[src/rtl/ps2_host_tx.sv]
// PS/2 host-to-device command transmitter: inhibit, request-to-send, then shifts
// one byte out on device-generated clock falls and checks the device ACK.
module ps2_host_tx #(
  parameter int INHIBIT_CYCLES = 6500,
  parameter int TIMEOUT_CYCLES = 975000,
  parameter int FILTER_LEN     = 8
) (
  input  logic       clk,
  input  logic       reset,
  input  logic [7:0] tx_data,
  input  logic       tx_valid,
  output logic       tx_ready,
  input  logic       ps2_clk_in,
  input  logic       ps2_data_in,
  output logic       ps2_clk_oe,
  output logic       ps2_data_oe,
  output logic       busy,
  output logic       tx_done,
  output logic       tx_error
);

  localparam int INH_W = $clog2(INHIBIT_CYCLES + 1);
  localparam int TO_W  = $clog2(TIMEOUT_CYCLES + 1);
  localparam int FLT_W = $clog2(FILTER_LEN + 1);

  localparam logic [2:0] S_IDLE      = 3'd0;
  localparam logic [2:0] S_INHIBIT   = 3'd1;
  localparam logic [2:0] S_REQ       = 3'd2;
  localparam logic [2:0] S_SEND      = 3'd3;
  localparam logic [2:0] S_ACK       = 3'd4;
  localparam logic [2:0] S_WAIT_IDLE = 3'd5;

  // Line conditioning: both pins idle high, so synchronizers reset to 1.
  logic [1:0]       clk_sync_q, data_sync_q;
  logic             clk_filt_q, clk_filt_prev_q;
  logic [FLT_W-1:0] flt_cnt_q;
  logic             clk_s, data_s, fall;

  assign clk_s  = clk_sync_q[1];
  assign data_s = data_sync_q[1];
  assign fall   = clk_filt_prev_q & ~clk_filt_q;

  // NOTE: state elements use non-blocking assignments so every flop samples the
  // pre-edge value of its neighbours, matching the hardware it describes.
  always_ff @(posedge clk or negedge reset) begin
    if (!reset) begin
      clk_sync_q      <= 2'b11;
      data_sync_q     <= 2'b11;
      clk_filt_q      <= 1'b1;
      clk_filt_prev_q <= 1'b1;
      flt_cnt_q       <= '0;
    end else begin
      clk_sync_q      <= {clk_sync_q[0], ps2_clk_in};
      data_sync_q     <= {data_sync_q[0], ps2_data_in};
      clk_filt_prev_q <= clk_filt_q;
      if (clk_s == clk_filt_q) begin
        flt_cnt_q <= '0;
      end else if (flt_cnt_q == FLT_W'(FILTER_LEN - 1)) begin
        clk_filt_q <= clk_s;
        flt_cnt_q  <= '0;
      end else begin
        flt_cnt_q <= flt_cnt_q + 1'b1;
      end
    end
  end

  logic [2:0]       state_q, state_d;
  logic [9:0]       shift_q, shift_d;
  logic [3:0]       bit_cnt_q, bit_cnt_d;
  logic [INH_W-1:0] inh_cnt_q, inh_cnt_d;
  logic [TO_W-1:0]  to_cnt_q, to_cnt_d;
  logic             data_oe_q, data_oe_d;
  logic             err_q, err_d;
  logic             done_q, done_d;
  logic             done_err_q, done_err_d;
  logic             to_expire;

  assign to_expire = (to_cnt_q == TO_W'(TIMEOUT_CYCLES - 1));

  // NOTE: every signal assigned here gets a default first; a path that skipped
  // one would infer a latch.
  always_comb begin
    state_d    = state_q;
    shift_d    = shift_q;
    bit_cnt_d  = bit_cnt_q;
    inh_cnt_d  = inh_cnt_q;
    to_cnt_d   = to_cnt_q;
    data_oe_d  = data_oe_q;
    err_d      = err_q;
    done_d     = 1'b0;
    done_err_d = 1'b0;

    case (state_q)
      S_IDLE: begin
        if (tx_valid) begin
          shift_d   = {1'b1, ~^tx_data, tx_data};
          inh_cnt_d = INH_W'(INHIBIT_CYCLES - 1);
          bit_cnt_d = '0;
          err_d     = 1'b0;
          state_d   = S_INHIBIT;
        end
      end

      S_INHIBIT: begin
        if (inh_cnt_q == '0) begin
          data_oe_d = 1'b1;
          to_cnt_d  = '0;
          state_d   = S_REQ;
        end else begin
          inh_cnt_d = inh_cnt_q - 1'b1;
        end
      end

      S_REQ, S_SEND, S_ACK, S_WAIT_IDLE: begin
        if (to_expire) begin
          data_oe_d  = 1'b0;
          done_d     = 1'b1;
          done_err_d = 1'b1;
          to_cnt_d   = '0;
          state_d    = S_IDLE;
        end else begin
          to_cnt_d = to_cnt_q + 1'b1;
          case (state_q)
            S_REQ: state_d = S_SEND;
            S_SEND: begin
              if (fall) begin
                data_oe_d = ~shift_q[0];
                shift_d   = {1'b1, shift_q[9:1]};
                bit_cnt_d = bit_cnt_q + 1'b1;
                if (bit_cnt_q == 4'd9) state_d = S_ACK;
              end
            end
            S_ACK: begin
              if (fall) begin
                err_d   = data_s;
                state_d = S_WAIT_IDLE;
              end
            end
            default: begin
              // A stray fall after the ACK sample is deliberately ignored here.
              if (clk_filt_q && data_s) begin
                done_d     = 1'b1;
                done_err_d = err_q;
                to_cnt_d   = '0;
                state_d    = S_IDLE;
              end
            end
          endcase
        end
      end

      default: begin
        data_oe_d = 1'b0;
        state_d   = S_IDLE;
      end
    endcase
  end

  // Reset releases the bus immediately: both OEs derive from reset state.
  always_ff @(posedge clk or negedge reset) begin
    if (!reset) begin
      state_q    <= S_IDLE;
      shift_q    <= '0;
      bit_cnt_q  <= '0;
      inh_cnt_q  <= '0;
      to_cnt_q   <= '0;
      data_oe_q  <= 1'b0;
      err_q      <= 1'b0;
      done_q     <= 1'b0;
      done_err_q <= 1'b0;
    end else begin
      state_q    <= state_d;
      shift_q    <= shift_d;
      bit_cnt_q  <= bit_cnt_d;
      inh_cnt_q  <= inh_cnt_d;
      to_cnt_q   <= to_cnt_d;
      data_oe_q  <= data_oe_d;
      err_q      <= err_d;
      done_q     <= done_d;
      done_err_q <= done_err_d;
    end
  end

  assign tx_ready    = (state_q == S_IDLE);
  assign busy        = ~tx_ready;
  assign ps2_clk_oe  = (state_q == S_INHIBIT);
  assign ps2_data_oe = data_oe_q;
  assign tx_done     = done_q;
  assign tx_error    = done_err_q;

endmodule

[config.mk]
export PLATFORM = sky130hd
export DESIGN_NAME = ps2_host_tx
export DESIGN_NICKNAME = d
export VERILOG_FILES = /design/src/rtl/ps2_host_tx.sv
export SDC_FILE = /design/constraint.sdc
export NUM_CORES = 1
export LEC_CHECK = 0
export ABC_AREA = 1
export BUFFER_PORTS_ARGS = -buffer_cell sky130_fd_sc_hd__clkbuf_2
export CAP_MARGIN = 20
export CORE_MARGIN = 4
export CORE_UTILIZATION = 45
export DETAILED_ROUTE_END_ITERATION = 10
export PLACE_DENSITY = 0.73
export SYNTH_ARGS = -nofsm -noshare
export SYNTH_HDL_FRONTEND = slang
export SYNTH_SLANG_ARGS = --single-unit
[constraint.sdc]
create_clock -name clk -period 3 [get_ports clk]
set_clock_uncertainty 0.1 [all_clocks]
set_input_delay 0.45 -clock clk [delete_from_list [all_inputs] [get_ports clk]]
set_output_delay 0.45 -clock clk [all_outputs]
set_load 0.01 [all_outputs]
Yosys cells after proc, flatten, opt, wreduce, memory -nomap -nowiden
Index checks and enable logic that the tools add are counted.
Word-level totals
  register bits: 64
  input port bits: 13
  output and inout bits: 6
  word-level logic and storage cells: 108
Cells by class
  add/subtract/negate cells: 4
  equal/unequal tests: 22
  multiplexer cells: 47
  bitwise gates (word level): 5
  reduce and logical (&&, ||, !) cells: 16
Operators with widths (count)
  2-to-1 mux 20 bit: 4
  2-to-1 mux 10 bit: 4
  case mux 20 bit (2 select lines): 1
  2-to-1 mux 13 bit: 2
  case mux 13 bit (2 select lines): 1
  2-to-1 mux 4 bit: 6
  2-to-1 mux 3 bit: 7
  adder 20 x 1 -> 20 bit, second input constant: 1
  equality test 20 bit, second input constant: 1
  case mux 10 bit (2 select lines): 1
  case mux 3 bit (3 select lines): 2
  2-to-1 mux 1 bit: 16
  logical NOT 13 bit: 1
  subtractor 13 x 1 -> 13 bit, second input constant: 1
  inequality test 2 bit, second input constant: 6
  inequality test 4 bit, second input constant: 3
  AND reduction 5 bit: 2
  adder 4 x 1 -> 4 bit, second input constant: 2
  case mux 4 bit (2 select lines): 1
  XNOR reduction 8 bit: 1
  equality test 3 x 2 -> 1 bit, second input constant: 2
  equality test 3 bit, second input constant: 2
  inequality test 3 bit, second input constant: 2
  inequality test 6 bit, second input constant: 1
  18 further kinds: 24

Depth between registers and ports, before layout
Gate-level depths: netlist of the first run.
  word-level depth: 6
  depth in mapped cells: 14
  gate-level depth less buffers: 13

Worst setup path before layout of the first run
OpenSTA, ideal clock, no wires.
  kind: reg-to-reg
  start point: register to_cnt_q[0]
  end point: register shift_q[9]
  setup time: 127 ps
  arrival time: 1499 ps
  required time: 2773 ps
  setup slack: 1273 ps
  stages on the path, launching flop included: 8
  buffers on the path: 0
  clock period less this slack: 1727 ps
  cells stage by stage: dfrtp_1 -> ha_1 -> nand2_1 -> nor3_2 -> nand4_4 -> nand2_1 -> nor2_1 -> or2_2
On the way
  longest elaborated chain between the ends: 3
Ends and longest elaborated chain
  from (decl): line 71  | logic [TO_W-1:0] to_cnt_q, to_cnt_d;
  from (signal assigned): line 176  | to_cnt_q <= to_cnt_d;
  equality test 20 bit: line 78  | assign to_expire = (to_cnt_q == TO_W'(TIMEOUT_CYCLES - 1));
  inequality test 2 bit (no line)
  AND reduction 5 bit (no line)
  to (signal assigned): line 173  | shift_q <= shift_d;
  to (decl): line 68  | logic [9:0] shift_q, shift_d;
No other way between the ends.
A chain may end at the register's enable or synchronous reset.

Final worst setup path of the first run
  start point: register state_q[0]
  end point: register to_cnt_q[13]
On the way
  longest elaborated chain between the ends: 5
  elaborated cells on any way between the ends: 13
  classes of those cells: eq/ne (6); mux (3); reduce/logical (4)
Ends and longest elaborated chain
  from (decl): line 67  | logic [2:0] state_q, state_d;
  from (signal assigned): line 172  | state_q <= state_d;
  equality test 3 bit / equality test 3 x 2 -> 1 bit (equally long branches): line 93, 123
  OR reduction 3 bit (no line)
  2-to-1 mux 20 bit: line 123  | case (state_q)
  2-to-1 mux 20 bit: line 115  | if (to_expire) begin
  case mux 20 bit (2 select lines): line 93  | case (state_q)
Several ways; a longest one is shown, not always the timed one.

==> impl_metrics.yaml, run 1 <==
clock_network:
  clockBufferDepth: 2
  cts_tree: "built"
  h-tree-depth: 3
  clkTransAtPathRegs_ns: 0.08
  clock-root-buffer: "clkbuf_8"
  clock_latency_ns: 0.35
  ctsHoldBuffers: 0
  clock-sinks: 64
  post_cts_buffers: 0
  numCtsBuffers: 9
  cts.repair.resized: 0
die:
  die_y_um: 101
  ios: 19
  start_util_pct: 46.9
  dieWidth_um: 101
  rows: 33
  core_area_sq_um: 8300
  dieArea_sq_um: 10200
timing:
  fin_crit_sh_pct: 72.1
  rsz0062_at_grt: "no"
  hold_viol_final: 0
  fmax_mhz: 462
  drv_slew: 0
  finalCriticalPeriod_ns: 2.16
  finalSetupTns_ns: 0
  setup_violations: 0
  worstMarginPinSlew_ns: 0.584
  slew_headroom_pct: 61.0
setup_path:
  r2r_setup_slack_ns: 0.84
  required_ns: 3.14
  endpoint_kind: "register"
  setup.worst_path.start_class: "register"
  r2r_cells: 12
  crit_arrival_ns: 2.31
  critical_path.max_fanout: 28
  r2r_start: "state_q[0]"
  path_class: "reg -> reg"
  timing.rr.end: "to_cnt_q[13]"
final_layout:
  post-route-util_pct: 51.2
  area_delta_synth_final_pct: 9.13
  final_nets: 534
  final_common_cell: "nand2_1"
  diodes: 0
  final_cell_mix: "nand2_1 (135), dfrtp_1 (58), nor2_1 (53), nand3_1 (40), inv_1 (39)"
  drive_gt1_share_pct: 14.0
power_and_ir_drop:
  seqPwrFrac_pct: 35.1
  totalPowerFinal_mw: 3.70
  p_switching_mw: 1.67
  vdd_ir_drop_max_mv: 0.715
  switching_share_pct: 45.0
  power_density_nw_per_um2: 872
  pwr-share-comb_pct: 44.7
  p_int_mw: 2.04
  power.leakage_nw: 1.96
  clkPwrFrac_pct: 20.2
flow_run:
  maxCapViolCount: 0
logic_synthesis:
  synthXorXnorAreaFrac_pct: 6.53
  ys_types: 42
  syn_area_sq_um: 3890
  syn_avg_cell_area_sq_um: 7.87
  ys_seq_elements: 64
  ys_seq_area_share_pct: 41.4
  synthMuxAreaShare_pct: 2.06
  synth_compound_area_share_pct: 8.88
  synthSimpleGateAreaFrac_pct: 32.3
  syn-num-nets: 513
  synth_top_family_by_area: "simple AND/OR/NAND/NOR gates"
  ys.warnings.count: 0
  syn_inst: 494
  synthAdderAreaFrac_pct: 1.93
route:
  avgRoutedWirePerCell_um: 13.4
  antenna_left: 0
  drt-pass1-iter-count: 5
  drcViolationCount: 0
  wirelength_mm: 8.36
  avgViaCountPerCell: 5.33
  drtIter0Drc: 185
  route.vias.total: 3333
grt:
  grt_usage_pct: 18.1
  antenna_found_initial: 0
  grt_pass1_wl_mm: 14.7
  grt_pass1_vias: 3240
  grt_overflow_total: 0
  grt_max_degree: 29
run_status:
  outcome: "finished, final reports clean"
hold_path:
  hp-class: "in -> async"
placement:
  port_buffers: 18
  gp_congestion: 0.917
  place_hpwl_mm: 6.12
==> final cells by class <==
class | count | area [sq um]
fillers | 777 | 4050
multi-input cells | 373 | 2010
flip-flops and latches | 64 | 1610
inverters | 46 | 183
clock buffers | 11 | 141
well taps | 105 | 131
repair buffers | 21 | 113
clock inverters | 5 | 56.3
==> cell usage after synthesis <==
master	instances	area (sq um)
o22ai_1	2	12.5
nor3b_1	1	7.51
nor2_1	53	199
o221ai_1	1	8.76
nor3_4	1	16.3
nand4_4	1	21.3
nor3_1	7	35.0
inv_1	39	146
buf_6	5	56.3
ha_1	6	75.1
nand3b_1	3	22.5
or2_2	5	31.3
o21ai_0	15	75.1
o21bai_2	1	11.3
dfrtp_1	58	1450
o2111ai_1	4	35.0
inv_2	4	15.0
a211oi_1	1	7.51
inv_6	2	17.5
dfstp_2	6	158
xor2_1	20	175
nand4_1	5	31.3
nand2_4	3	33.8
clkinv_1	1	3.75
nor3_2	3	30.0
buf_2	6	30.0
nor4_4	1	21.3
nand2_8	1	20.0
a22oi_1	1	7.51
nor2_4	1	11.3
o31ai_1	2	15.0
nor2_2	3	18.8
a21oi_1	10	50.1
xnor2_1	9	78.8
mux2i_1	8	80.1
o21ai_1	23	115
nand2_1	135	507
nor4_1	1	6.26
o21bai_1	1	7.51
nand2_2	4	25.0
nand3_1	40	200
nand3b_4	1	20.0
==> cells by family after synthesis <==
group / count (synthesis)
mux: 8
compound gates: 61
buf+inv: 57
fa+ha+maj: 6
xor+xnor: 29
simple gates: 269
flops: 64
==> metrics by stage <==
step / std cells / setup slack, ns / hold WS [ns] / cell area (sq um)
3_3_place_gp: 609 / 0.909 / 0.251 / 4050
6_report: 625 / 0.836 / 0.00752 / 4250
3_5_place_dp: 609 / 0.860 / 0.248 / 4050
4_1_cts: 625 / 0.867 / 0.0112 / 4250
5_1_grt: 625 / 0.671 / 0.0311 / 4250
2_1_floorplan: 494 / 1.27 / 0.0544 / 3890
==> registers in the layout, indices dropped and copies added, names as in the netlist <==
register,flops
ps2_data_oe,1
shift_q,10
clk_filt_prev_q,1
clk_filt_q,1
clk_sync_q,2
flt_cnt_q,4
tx_error,1
err_q,1
bit_cnt_q,4
to_cnt_q,20
tx_done,1
data_sync_q,2
state_q,3
inh_cnt_q,13
==> worst max-delay path, stage by stage (launching register included) <==
cell	delay (ns)
dfrtp_1	0.47
nor2_2	0.16
nand2_2	0.10
nand2_4	0.15
inv_6	0.08
nand2_8	0.21
inv_6	0.08
nand2_4	0.07
nand2_4	0.10
inv_2	0.26
nand3_1	0.13
nand2_1	0.09
nor2_1	0.04
==> routing by layer <==
| layer | wire [um] | track usage [%] |
|---|---|---|
| met4 | 214 | 7.57 |
| met5 | 0 | 0 |
| met2 | 3810 | 28.3 |
| met1 | 3930 | 24.5 |
| met3 | 410 | 3.67 |
==> power groups by stage <==
stage	combinational [mW]	clock (mW)	sequential, mW
floorplan	1.43	0	1.25
global placement	1.62	0	1.30
detailed placement	1.65	0	1.31
CTS	1.66	0.774	1.30
global route	1.89	0.810	1.33
finish	1.65	0.746	1.30
==> worst max-delay path by stage <==
stage                 from      endpoint  slack, ns  cells after the start
2_1_floorplan  to_cnt_q[0]    shift_q[9]       1.27                      7
3_3_place_gp   to_cnt_q[0]  to_cnt_q[17]       0.91                      8
3_5_place_dp    state_q[1]  to_cnt_q[13]       0.86                     12
4_1_cts         state_q[1]  to_cnt_q[13]       0.87                     12
5_1_grt        to_cnt_q[0]  to_cnt_q[18]       0.67                      8
6_report        state_q[0]  to_cnt_q[13]       0.84                     12
Power figures use the tool's default switching activity.
==> run 2: changes to the inputs <==
--- a/config.mk
+++ b/config.mk
@@ -5,13 +5,13 @@
 export SDC_FILE = /design/constraint.sdc
 export NUM_CORES = 1
 export LEC_CHECK = 0
-export ABC_AREA = 1
+export ABC_AREA = 0
 export BUFFER_PORTS_ARGS = -buffer_cell sky130_fd_sc_hd__clkbuf_2
 export CAP_MARGIN = 20
 export CORE_MARGIN = 4
 export CORE_UTILIZATION = 45
 export DETAILED_ROUTE_END_ITERATION = 10
-export PLACE_DENSITY = 0.73
+export PLACE_DENSITY = 0.75
 export SYNTH_ARGS = -nofsm -noshare
 export SYNTH_HDL_FRONTEND = slang
 export SYNTH_SLANG_ARGS = --single-unit
==> constraint.sdc (replaced) <==
create_clock -name clk -period 1.92 [get_ports clk]
set_clock_uncertainty 0.1 [all_clocks]
set_input_delay 0.288 -clock clk [delete_from_list [all_inputs] [get_ports clk]]
set_output_delay 0.288 -clock clk [all_outputs]
set_load 0.01 [all_outputs]
==> run 2 against run 1 <==
The flow now finishes with violations (setup timing). Core utilization up 17 points. Sequential power up 12%. Total power down 17%. Clock power up 86%. Sequential share of layout area down 6.0 points. Flip-flop and latch count unchanged. First-iteration DRC count down 14%. Clock-buffer cell count up 1. Via count down 6.2%. Fmax down 6.8%. Critical path type unchanged. Largest cell class unchanged. Largest power group is now sequential cells. Highest routed layer unchanged.
==> impl_metrics.yaml, run 2 <==
clock_network:
  clkTransAtPathRegs_ns: 0.07
  clock-root-buffer: "clkbuf_8"
  cts_tree: "built"
  h-tree-depth: 3
  clock-sinks: 64
  clock_latency_ns: 0.36
  numCtsBuffers: 9
  clockBufferDepth: 2
setup_path:
  timing.rr.end: "to_cnt_q[18]"
  r2r_setup_slack_ns: -0.40
  cp_slowest_cell: "or4_4"
  r2r_cells: 5
  r2r_start: "inh_cnt_q[4]"
  path_cells: "or4_4 -> nor4_4 -> o21ai_4 -> or4_4 -> a21oi_2"
  crit_arrival_ns: 2.51
  path_class: "reg -> reg"
  endpoint_kind: "register"
  critical_path.max_fanout: 6
  crit_path_frequent_cell: "or4_4"
  slowest_delay_ns: 0.59
  setup.worst_path.start_class: "register"
  required_ns: 2.11
run_status:
  outcome: "finished, violations left"
  violations: "setup timing"
logic_synthesis:
  synthXorXnorAreaFrac_pct: 5.58
  syn_inst: 343
  ys_types: 52
  syn_avg_cell_area_sq_um: 10.1
  ys_seq_elements: 64
  synth_top_family_by_area: "simple AND/OR/NAND/NOR gates"
  synth_compound_area_share_pct: 13.0
  synthMuxAreaShare_pct: 8.07
  yosys.area.top_type: "dfrtp_1"
  ys_seq_area_share_pct: 46.6
  synthTopCellsByArea: "dfrtp_1 (42%), mux2_2 (7.5%), dfstp_2 (4.6%), xnor2_1 (3.8%), a21oi_1 (3.3%)"
  synthFlopType: "dfrtp_1"
  synthAdderAreaFrac_pct: 2.17
  synthSimpleGateAreaFrac_pct: 20.7
  syn-num-nets: 362
  yosys.area.top_type_share_pct: 42.0
  yosys-top-cells-count: "dfrtp_1 (58), nor2_1 (25), a21oi_1 (23), mux2_2 (23), nand2_1 (22)"
  yosysMostFrequentCell: "dfrtp_1"
  syn_area_sq_um: 3460
  ys.warnings.count: 0
  synth-edff-count: 0
  ys_async_sr_fraction_pct: 100
hold_path:
  min_from: "tx_data[3]"
  whs_endpoint: "shift_q[3]"
  hold_depth: 3
  hp-class: "in -> reg"
final_layout:
  final_cell_area_sq_um: 5040
  largest_reg_flops: 20
  top_regs: "to_cnt_q x20, inh_cnt_q x13, shift_q x10"
  diodes: 0
  regMostFlops: "to_cnt_q"
  drive_gt1_share_pct: 48.5
  area_delta_synth_final_pct: 45.9
  final_cell_mix: "buf_4 (77), dfrtp_1 (58), nor2_1 (23), nand2_1 (20), clkbuf_2 (17)"
  final_common_cell: "buf_4"
  final_nets: 468
die:
  start_util_pct: 46.9
  rows: 31
  dieArea_sq_um: 9150
  dieWidth_um: 95.6
  core_area_sq_um: 7370
  ios: 19
  die_y_um: 95.6
route:
  route.vias.total: 3125
  topRoutingLayerUsed: "met4"
  avgRoutedWirePerCell_um: 16.7
  drtIter0Drc: 159
  avgViaCountPerCell: 5.65
  wirelength_mm: 9.23
  wl_met3_um: 375
  met1_length_mm: 3.91
  drcViolationCount: 0
  antenna_left: 0
  drt-pass1-iter-count: 5
  route.met2.wl_mm: 4.76
power_and_ir_drop:
  vdd_ir_drop_max_mv: 0.397
  power.leakage_nw: 2.19
  power_density_nw_per_um2: 606
timing:
  rsz0062_at_grt: "yes"
  finalCriticalPeriod_ns: 2.32
  worstMarginPinSlew_ns: 0.398
  hold_viol_final: 0
  whs_ns: 0.224
  fin_crit_sh_pct: 121
  setup_ws_ns: -0.402
  drv_slew: 0
  setup_violations: 46
  slew_headroom_pct: 73.4
  fmax_mhz: 431
grt:
  grt_max_degree: 65
  grt_overflow_total: 0
  grt_pass1_wl_mm: 15.2
  grt_usage_pct: 21.6
  grt_pass1_vias: 3262
  antenna_found_initial: 0
placement:
  port_buffers: 18
  dpl_cell_area_sq_um: 4230
  gp_congestion: 0.869
  place_hpwl_mm: 5.64
flow_run:
  maxCapViolCount: 0
[run 2: metrics by stage]
stage	total power [mW]	util (%)	setup WS [ns]	std cells	TNS, ns
3_5_place_dp	1.68	57.4	-0.420	512	-10.59
4_1_cts	3.07	65.8	-0.406	548	-10.11
6_report	3.06	68.4	-0.402	553	-10.55
2_1_floorplan	1.59	-	-0.409	343	-9.48
5_1_grt	3.17	68.4	-0.456	553	-13.58
3_3_place_gp	1.66	57.4	-0.371	512	-8.05
[run 2: kinds of logic (layout without fill, tap and decap cells)]
| family | Yosys count | after routing |
|---|---|---|
| flops | 64 | 64 |
| mux | 25 | 25 |
| fa+ha+maj | 6 | 6 |
| xor+xnor | 22 | 22 |
| compound gates | 68 | 68 |
| simple gates | 126 | 126 |
| buf+inv | 32 | 143 |
[run 2: report_power, final]
part / switching [mW] / internal [mW] / total (mW)
Sequential: 0.0381 / 1.41 / 1.45
Combinational: 0.109 / 0.108 / 0.217
Clock: 0.555 / 0.837 / 1.39
Total: 0.703 / 2.36 / 3.06
[run 2: worst max path at each step]
stage	cells after the start	slack (ns)	end	from
2_1_floorplan	8	-0.41	to_cnt_q[16]	inh_cnt_q[0]
3_3_place_gp	5	-0.37	inh_cnt_q[8]	inh_cnt_q[4]
3_5_place_dp	7	-0.42	to_cnt_q[17]	inh_cnt_q[0]
4_1_cts	6	-0.41	to_cnt_q[19]	inh_cnt_q[8]
5_1_grt	5	-0.46	to_cnt_q[18]	inh_cnt_q[4]
6_report	5	-0.40	to_cnt_q[18]	inh_cnt_q[4]
[run 2: area by class of cell]
class                      instances  area [sq um]
fill                             533          2330
multi-input combinational        247          2100
sequential                        64          1610
timing repair buffer             114           915
clock buffer                      12           165
tap                               99           124
clock inverter                     4          75.1
inverter                          13          53.8
[run 2: what timing repair did]
item | in CTS | in global routing
pin swaps | 35 | 16
hold endpoints to repair | 60 | 0
gates cloned | 1 | 0
hold buffers | 3 | 0
gates resized for setup | 44 | 43
setup buffers | 16 | 7
endpoints found under the setup margin | 47 | 52
[run 2: critical path: cells and delay by family, from the launching register on]
kind | cells | cell delay [ns]
simple gates | 3 | 1.50
flops | 1 | 0.39
compound gates | 2 | 0.26
[run 2: layer usage]
metal	track usage [%]	vias to the layer above
li1	-	1464
met5	0	-
met3	5.29	24
met1	26.6	1564
met4	8.77	0
met2	36.2	73
